File: config.mk
export PLATFORM = sky130hd
export DESIGN_NAME = instr_sequencer
export DESIGN_NICKNAME = d
export VERILOG_FILES = /design/src/rtl/instr_sequencer.sv
export SDC_FILE = /design/constraint.sdc
export NUM_CORES = 1
export LEC_CHECK = 0
export BUFFER_PORTS_ARGS = -buffer_cell sky130_fd_sc_hd__clkbuf_2
export CAP_MARGIN = 20
export CORE_MARGIN = 2
export CORE_UTILIZATION = 48
export DETAILED_ROUTE_END_ITERATION = 8
export PLACE_DENSITY = 0.7
export SLEW_MARGIN = 10
export SYNTH_ARGS = -nofsm -noshare
export SYNTH_HDL_FRONTEND = slang
export SYNTH_SLANG_ARGS = --single-unit
File: constraint.sdc
create_clock -name clk -period 2.2 [get_ports clk]
set_input_delay 0.33 -clock clk [delete_from_list [all_inputs] [get_ports clk]]
set_output_delay 0.33 -clock clk [all_outputs]
set_load 0.05 [all_outputs]
File: src/rtl/instr_sequencer.sv
// rtl/instr_sequencer.sv - FETCH/EXEC1/EXEC2/HALT sequencer feeding the instruction decoder.
// Optional single-step pause is enabled by defining INSTR_SEQUENCER_SINGLE_STEP_EN.
module instr_sequencer #(
  parameter int          CNT_W    = 32,
  parameter logic [15:0] IR_RESET = 16'h0000
) (
  input  logic             clk,
  input  logic             rst_n,
  input  logic             start,
  input  logic [15:0]      ram_instr_q,
  input  logic             sm_extra,
  input  logic             stop,
  input  logic             set_jump,
`ifdef INSTR_SEQUENCER_SINGLE_STEP_EN
  input  logic             step_mode,
`endif
  output logic [1:0]       state,
  output logic [15:0]      instruction,
  output logic             jump,
  output logic             halted,
  output logic [CNT_W-1:0] retire_count,
  output logic [CNT_W-1:0] cycle_count
);

  localparam logic [1:0] S_FETCH = 2'b00;
  localparam logic [1:0] S_EXEC1 = 2'b01;
  localparam logic [1:0] S_EXEC2 = 2'b10;
  localparam logic [1:0] S_HALT  = 2'b11;

  localparam logic [CNT_W-1:0] CNT_ONE = {{(CNT_W-1){1'b0}}, 1'b1};
  localparam logic [CNT_W-1:0] CNT_MAX = {CNT_W{1'b1}};

  logic [1:0]       state_q, state_d;
  logic [15:0]      instr_q, instr_d;
  logic             jump_q, jump_d;
  logic [CNT_W-1:0] retire_q, retire_d;
  logic [CNT_W-1:0] cycle_q, cycle_d;

  logic retire;
  logic resume;
  logic step_pause;
  logic clear_cnt;

  // An instruction completes when EXEC1 does not continue into EXEC2, or when EXEC2 ends.
  assign retire = ((state_q == S_EXEC1) && (stop || !sm_extra)) || (state_q == S_EXEC2);
  assign resume = (state_q == S_HALT) && start && !stop;

`ifdef INSTR_SEQUENCER_SINGLE_STEP_EN
  logic paused_q, paused_d;

  assign step_pause = step_mode && retire && !stop;
  assign clear_cnt  = resume && !paused_q;

  always_comb begin
    paused_d = paused_q;
    if (step_pause) paused_d = 1'b1;
    if (resume)     paused_d = 1'b0;
    if (stop)       paused_d = 1'b0;
  end

  always_ff @(posedge clk or negedge rst_n) begin
    if (!rst_n) paused_q <= 1'b0;
    else        paused_q <= paused_d;
  end
`else
  assign step_pause = 1'b0;
  assign clear_cnt  = resume;
`endif

  always_comb begin
    state_d = state_q;
    if ((state_q != S_HALT) && stop) begin
      state_d = S_HALT;
    end else begin
      case (state_q)
        S_HALT:  state_d = resume ? S_FETCH : S_HALT;
        S_FETCH: state_d = S_EXEC1;
        S_EXEC1: state_d = sm_extra ? S_EXEC2 : (step_pause ? S_HALT : S_FETCH);
        S_EXEC2: state_d = step_pause ? S_HALT : S_FETCH;
        default: state_d = S_HALT;
      endcase
    end
  end

  always_comb begin
    instr_d = instr_q;
    if ((state_q == S_FETCH) && (state_d == S_EXEC1)) instr_d = ram_instr_q;
  end

  // Set beats the EXEC1 clear; entering HALT beats both.
  always_comb begin
    jump_d = jump_q;
    if ((state_q == S_EXEC1) && !set_jump)    jump_d = 1'b0;
    if (set_jump && (state_q != S_HALT))      jump_d = 1'b1;
    if ((state_d == S_HALT) && (state_q != S_HALT)) jump_d = 1'b0;
  end

  always_comb begin
    retire_d = retire_q;
    cycle_d  = cycle_q;
    if (clear_cnt) begin
      retire_d = '0;
      cycle_d  = '0;
    end else begin
      if (retire && (retire_q != CNT_MAX))                cycle_d  = cycle_q;
      if (retire && (retire_q != CNT_MAX))                retire_d = retire_q + CNT_ONE;
      if ((state_q != S_HALT) && (cycle_q != CNT_MAX))    cycle_d  = cycle_q + CNT_ONE;
    end
  end

  always_ff @(posedge clk or negedge rst_n) begin
    if (!rst_n) begin
      state_q  <= S_HALT;
      instr_q  <= IR_RESET;
      jump_q   <= 1'b0;
      retire_q <= '0;
      cycle_q  <= '0;
    end else begin
      state_q  <= state_d;
      instr_q  <= instr_d;
      jump_q   <= jump_d;
      retire_q <= retire_d;
      cycle_q  <= cycle_d;
    end
  end

  assign state        = state_q;
  assign instruction  = instr_q;
  assign jump         = jump_q;
  assign halted       = (state_q == S_HALT);
  assign retire_count = retire_q;
  assign cycle_count  = cycle_q;

endmodule

## After elaboration in Yosys (flattened, before gate mapping)

Cells that the tools add are included.

- Flip-flop bits (word level): 83
- Input port bits: 22
- Output and inout port bits: 84
- Logic and storage cells: 45

- Add/sub/neg operators: 2
- Equal/unequal tests: 8
- Mux-type cells: 11
- Reduce and logical (&&, ||, !) cells: 19

Operator list:

| cell | count |
|---|---|
| $mux W32 | 4 |
| $add A32 B1 Y32 const B | 2 |
| $ne A32 B32 Y1 const B | 2 |
| $logic_and A1 B1 Y1 | 10 |
| $pmux W2 S4 | 1 |
| $eq A2 B2 Y1 const B | 3 |
| $mux W2 | 3 |
| $eq A2 B1 Y1 const B | 2 |
| $reduce_bool A2 Y1 | 2 |
| $logic_not A1 Y1 | 3 |
| $mux W1 | 3 |
| $reduce_bool A3 Y1 | 1 |
| $logic_not A2 Y1 | 1 |
| $logic_or A1 B1 Y1 | 2 |
| $ne A2 B2 Y1 const B | 1 |

## Depth between registers and ports, before layout

- Word-level depth: 9
- Gate-level depth with buffers: 8
- Mapped depth without buffers: 6

## Worst setup path after synthesis

No wires, ideal clock.

- Kind: register to register
- Start point: register retire_q[12], in the netlist retire_count[12]
- End point: register retire_q[17], in the netlist retire_count[17]
- Setup time: 119 ps
- Data arrival time: 2249 ps
- Required time: 2081 ps
- Path slack: -168 ps
- Stages on the path, launching flop included: 7
- Buffers on the path: 1
- Period minus slack after synthesis: 2368 ps
- Cell sequence: dfrtp_1 -> nand3_2 -> or4_4 -> o2111ai_2 -> buf_2 -> nor4_1 -> o21a_1

- Longest elaborated chain between the ends: 3
- Elaborated cells between the ends (all ways): 6
- Those cells by class: add/sub (1); eq/ne (1); mux (2); reduce/logical (2)

RTL lines:

| item | line | RTL |
|---|---|---|
| start, declared | 36 | `logic [CNT_W-1:0] retire_q, retire_d;` |
| start signal, assigned | 122 | `retire_q <= retire_d;` |
| $add A32 B1 Y32 or $ne A32 B32 Y1 (tied branches) | 106 | `if (retire && (retire_q != CNT_MAX)) retire_d = retire_q + CNT_ONE;` |
| $mux W32 or $logic_and A1 B1 Y1 (tied branches) | 106 |  |
| $mux W32 or $reduce_bool A2 Y1 (tied branches) | - |  |

Parallel ways exist; a longest one is shown, timed or not. The select of a mux whose other input is x is not followed.
A chain may end at the register's enable or synchronous reset.

## Worst setup path after layout

- Start point: register cycle_q[0], in the netlist cycle_count[0]
- End point: register cycle_q[28], in the netlist cycle_count[28]

- Longest elaborated chain between the ends: 3
- Elaborated cells between the ends (all ways): 6
- Those cells by class: add/sub (1); eq/ne (1); mux (2); reduce/logical (2)

RTL lines:

| item | line | RTL |
|---|---|---|
| start, declared | 37 | `logic [CNT_W-1:0] cycle_q, cycle_d;` |
| start signal, assigned | 123 | `cycle_q <= cycle_d;` |
| $add A32 B1 Y32 or $ne A32 B32 Y1 (tied branches) | 107 | `if ((state_q != S_HALT) && (cycle_q != CNT_MAX)) cycle_d = cycle_q + CNT_ONE;` |
| $mux W32 or $logic_and A1 B1 Y1 (tied branches) | 107 |  |
| $mux W32 or $reduce_bool A2 Y1 (tied branches) | - |  |

Parallel ways exist; a longest one is shown, timed or not. The select of a mux whose other input is x is not followed.

==> impl_metrics.yaml <==
setup_path:
  worstSetupPathType: "reg2reg"
  rrSetupSlack_ns: 0.13
  crit_fanout: 5
  crit_path_end_kind: "register"
  worst_ep_arrival_time_ns: 2.35
  startpoint_type: "register"
  worst-endpoint-required_ns: 2.48
global_route:
  antenna_found_initial: 0
  met1_usage: 0.3373
  grt_pass1_vias: 3870
  grt-busiest-layer: "met2"
  grt_pass1_wl_mm: 18.67
  use_met3: 0.03373
  grt_max_degree: 55
  grt_util_met2: 0.3591
  grtUsageTotal: 0.2328
  grt_overflow_total: 0
final_layout:
  final_common_cell: "clkbuf_2"
  fillers: 756
  design_area_mm2: 0.005547
  layout_common_cells: "104 x clkbuf_2, 54 x dfrtp_1, 46 x nand2_1"
  area_growth_pct: 27.42
  antennaDiodeCount: 0
  drive_gt1_frac: 0.3682
  nNetsFinal: 603
timing:
  fin_tns_setup_ns: 0
  tightest_slew_ns: 0.5150
  finClkSkew_ns: 0.009109
  min_period_over_period: 0.9387
  slew-limit-headroom: 0.6560
  rsz0062_at_grt: "false"
  fin_crit_ns: 2.065
  setup_viol: 0
  drv_slew: 0
  fmax_mhz: 484.2
  hold_viol_final: 0
yosys:
  netlist_area_mm2: 0.004353
  synthArstFlopShare: 1.000
  syn-num-nets: 469
  ys_seq_area_frac: 0.4777
  synth-seq-cells: 83
  postSynthAreaPerCell_um2: 9.782
  synth_cell_types: 55
  synthCells: 445
  synth-edff-count: 0
  synth_flop_cell: "dfrtp_1"
  yosysWarnings: 0
clock_tree:
  path_clk_slew_ns: 0.09
  cts_sinks: 83
  cts_root_buf: "clkbuf_8"
  tritoncts: "built"
  numCtsBuffers: 9
  cts.path.max_buffers: 2
  clkLatencyLatePin_ns: 0.35
  htreeDepth: 3
die:
  row_count: 34
  die_x_um: 99.23
  die_area_mm2: 0.009847
  coreArea_mm2: 0.008763
  ios: 106
  start_util: 0.4967
  die-height_um: 99.23
power:
  power.density_mw_per_mm2: 845.8
  vdd_drop_max_mv: 0.6633
  leakage_nw: 2.468
detailed_routing:
  drt_iter0_drc: 206
  drtAntennaViolNets: 0
  vias: 4076
  drtPass1Iterations: 6
  vias_per_cell: 5.890
  routedWlPerCell_um: 15.95
  post-route-drc-count: 0
  drt-total-wl_mm: 11.04
flow_run:
  cap_violations: 0
hold_path:
  min_path_type: "in2reg"
run_status:
  outcome: "finished, final reports clean"
placement:
  placed_cell_area_mm2: 0.005234
  post-dp-hpwl_mm: 8.003
  gp_congestion: 0.8964
  place.port_buffers: 105
timing repair:
action / in CTS / in global routing
setup buffers: 0 / 2
endpoints found under the hold margin: 29 / 0
endpoints found under the setup margin: 0 / 4
hold buffers: 1 / 0
gates resized for setup: 0 / 2
stage by stage:
stage / util / total power, mW / std cells / setup slack (ns) / hold slack, ns
floorplan: - / 2.845 / 445 / 0.004828 / 0.03441
CTS: 0.6294 / 4.724 / 690 / 0.1316 / 0.1449
detailed placement: 0.5972 / 3.237 / 673 / 0.1467 / 0.2963
global route: 0.6329 / 4.883 / 692 / 0.009496 / 0.1766
global placement: 0.5972 / 3.209 / 673 / 0.2010 / 0.2877
finish: 0.6329 / 4.691 / 692 / 0.1349 / 0.1556
cells in the mapped netlist (6+ instances only):
cell type	number	area share
mux2i_1	13	0.030
mux2_2	17	0.044
o21ai_1	7	0.0080
clkbuf_1	6	0.0052
nand4_1	26	0.037
and2_1	9	0.013
dfrtp_1	81	0.47
nand2b_1	7	0.010
o31ai_1	10	0.017
nand3_1	23	0.026
o211ai_1	8	0.014
a21oi_1	29	0.033
nor4_1	6	0.0086
or4_1	7	0.012
o21ai_0	22	0.025
nor2_1	24	0.021
nor3_1	10	0.011
inv_1	8	0.0069
nand2_1	46	0.040
and3_1	6	0.0086
or3_1	24	0.034
registers in the layout (all words and copies together), names as in the netlist:
signal        cells
cycle_count      32
instruction      16
jump              1
retire_count     32
state             2
where the power goes:
part           leakage [nW]  internal (mW)  switching (mW)
logic                  1.27          0.347           0.976
clock network         0.132          0.881           0.608
registers              1.06           1.72           0.162
total                  2.47           2.95            1.75
layout make-up:
type | instances | area (um^2) | share of cell area
clock buffer | 9 | 123.9 | 0.02233
clock inverter | 7 | 147.6 | 0.02662
inverter | 9 | 36.28 | 0.006542
multi-input combinational | 340 | 2215 | 0.3993
sequential | 83 | 2113 | 0.3810
tap | 108 | 135.1 | 0.02436
timing repair buffer | 136 | 775.7 | 0.1399
final timing paths:
path	startpoint	end	cells after the start
worst max-delay path	cycle_count[0]	cycle_count[28]	7
min in group asynchronous	rst_n	retire_count[19]	2
max in group asynchronous	rst_n	state[0]	3
worst min-delay path	start	state[0]	2
worst max register to register	cycle_count[0]	cycle_count[28]	7
worst min register to register	retire_count[8]	retire_count[8]	1
kinds of logic (layout without fill, tap and decap cells):
kind of cell,after synthesis,in the layout,synth area share
compound gates,98,98,0.1503
xor+xnor,7,7,0.01408
fa+ha+maj,2,2,0.005748
buf+inv,22,161,0.01983
flops,83,83,0.4777
mux,30,30,0.07387
simple gates,203,203,0.2584
per-layer routing:
metal | share of wire | wire (um)
met5 | 0 | 0
met4 | 0.019 | 210
met3 | 0.061 | 675
met2 | 0.46 | 5058
met1 | 0.46 | 5096
worst max-delay path, cell delays in order, from the launching register on:
cell and delay [ns]:
dfrtp_2 0.41, ha_1 0.22, nand4_1 0.16, buf_4 0.19, nor4_2 0.26, nand4_1 0.21, or3_1 0.38, a21oi_1 0.15
No activity file was read; power rests on OpenSTA's default activity.
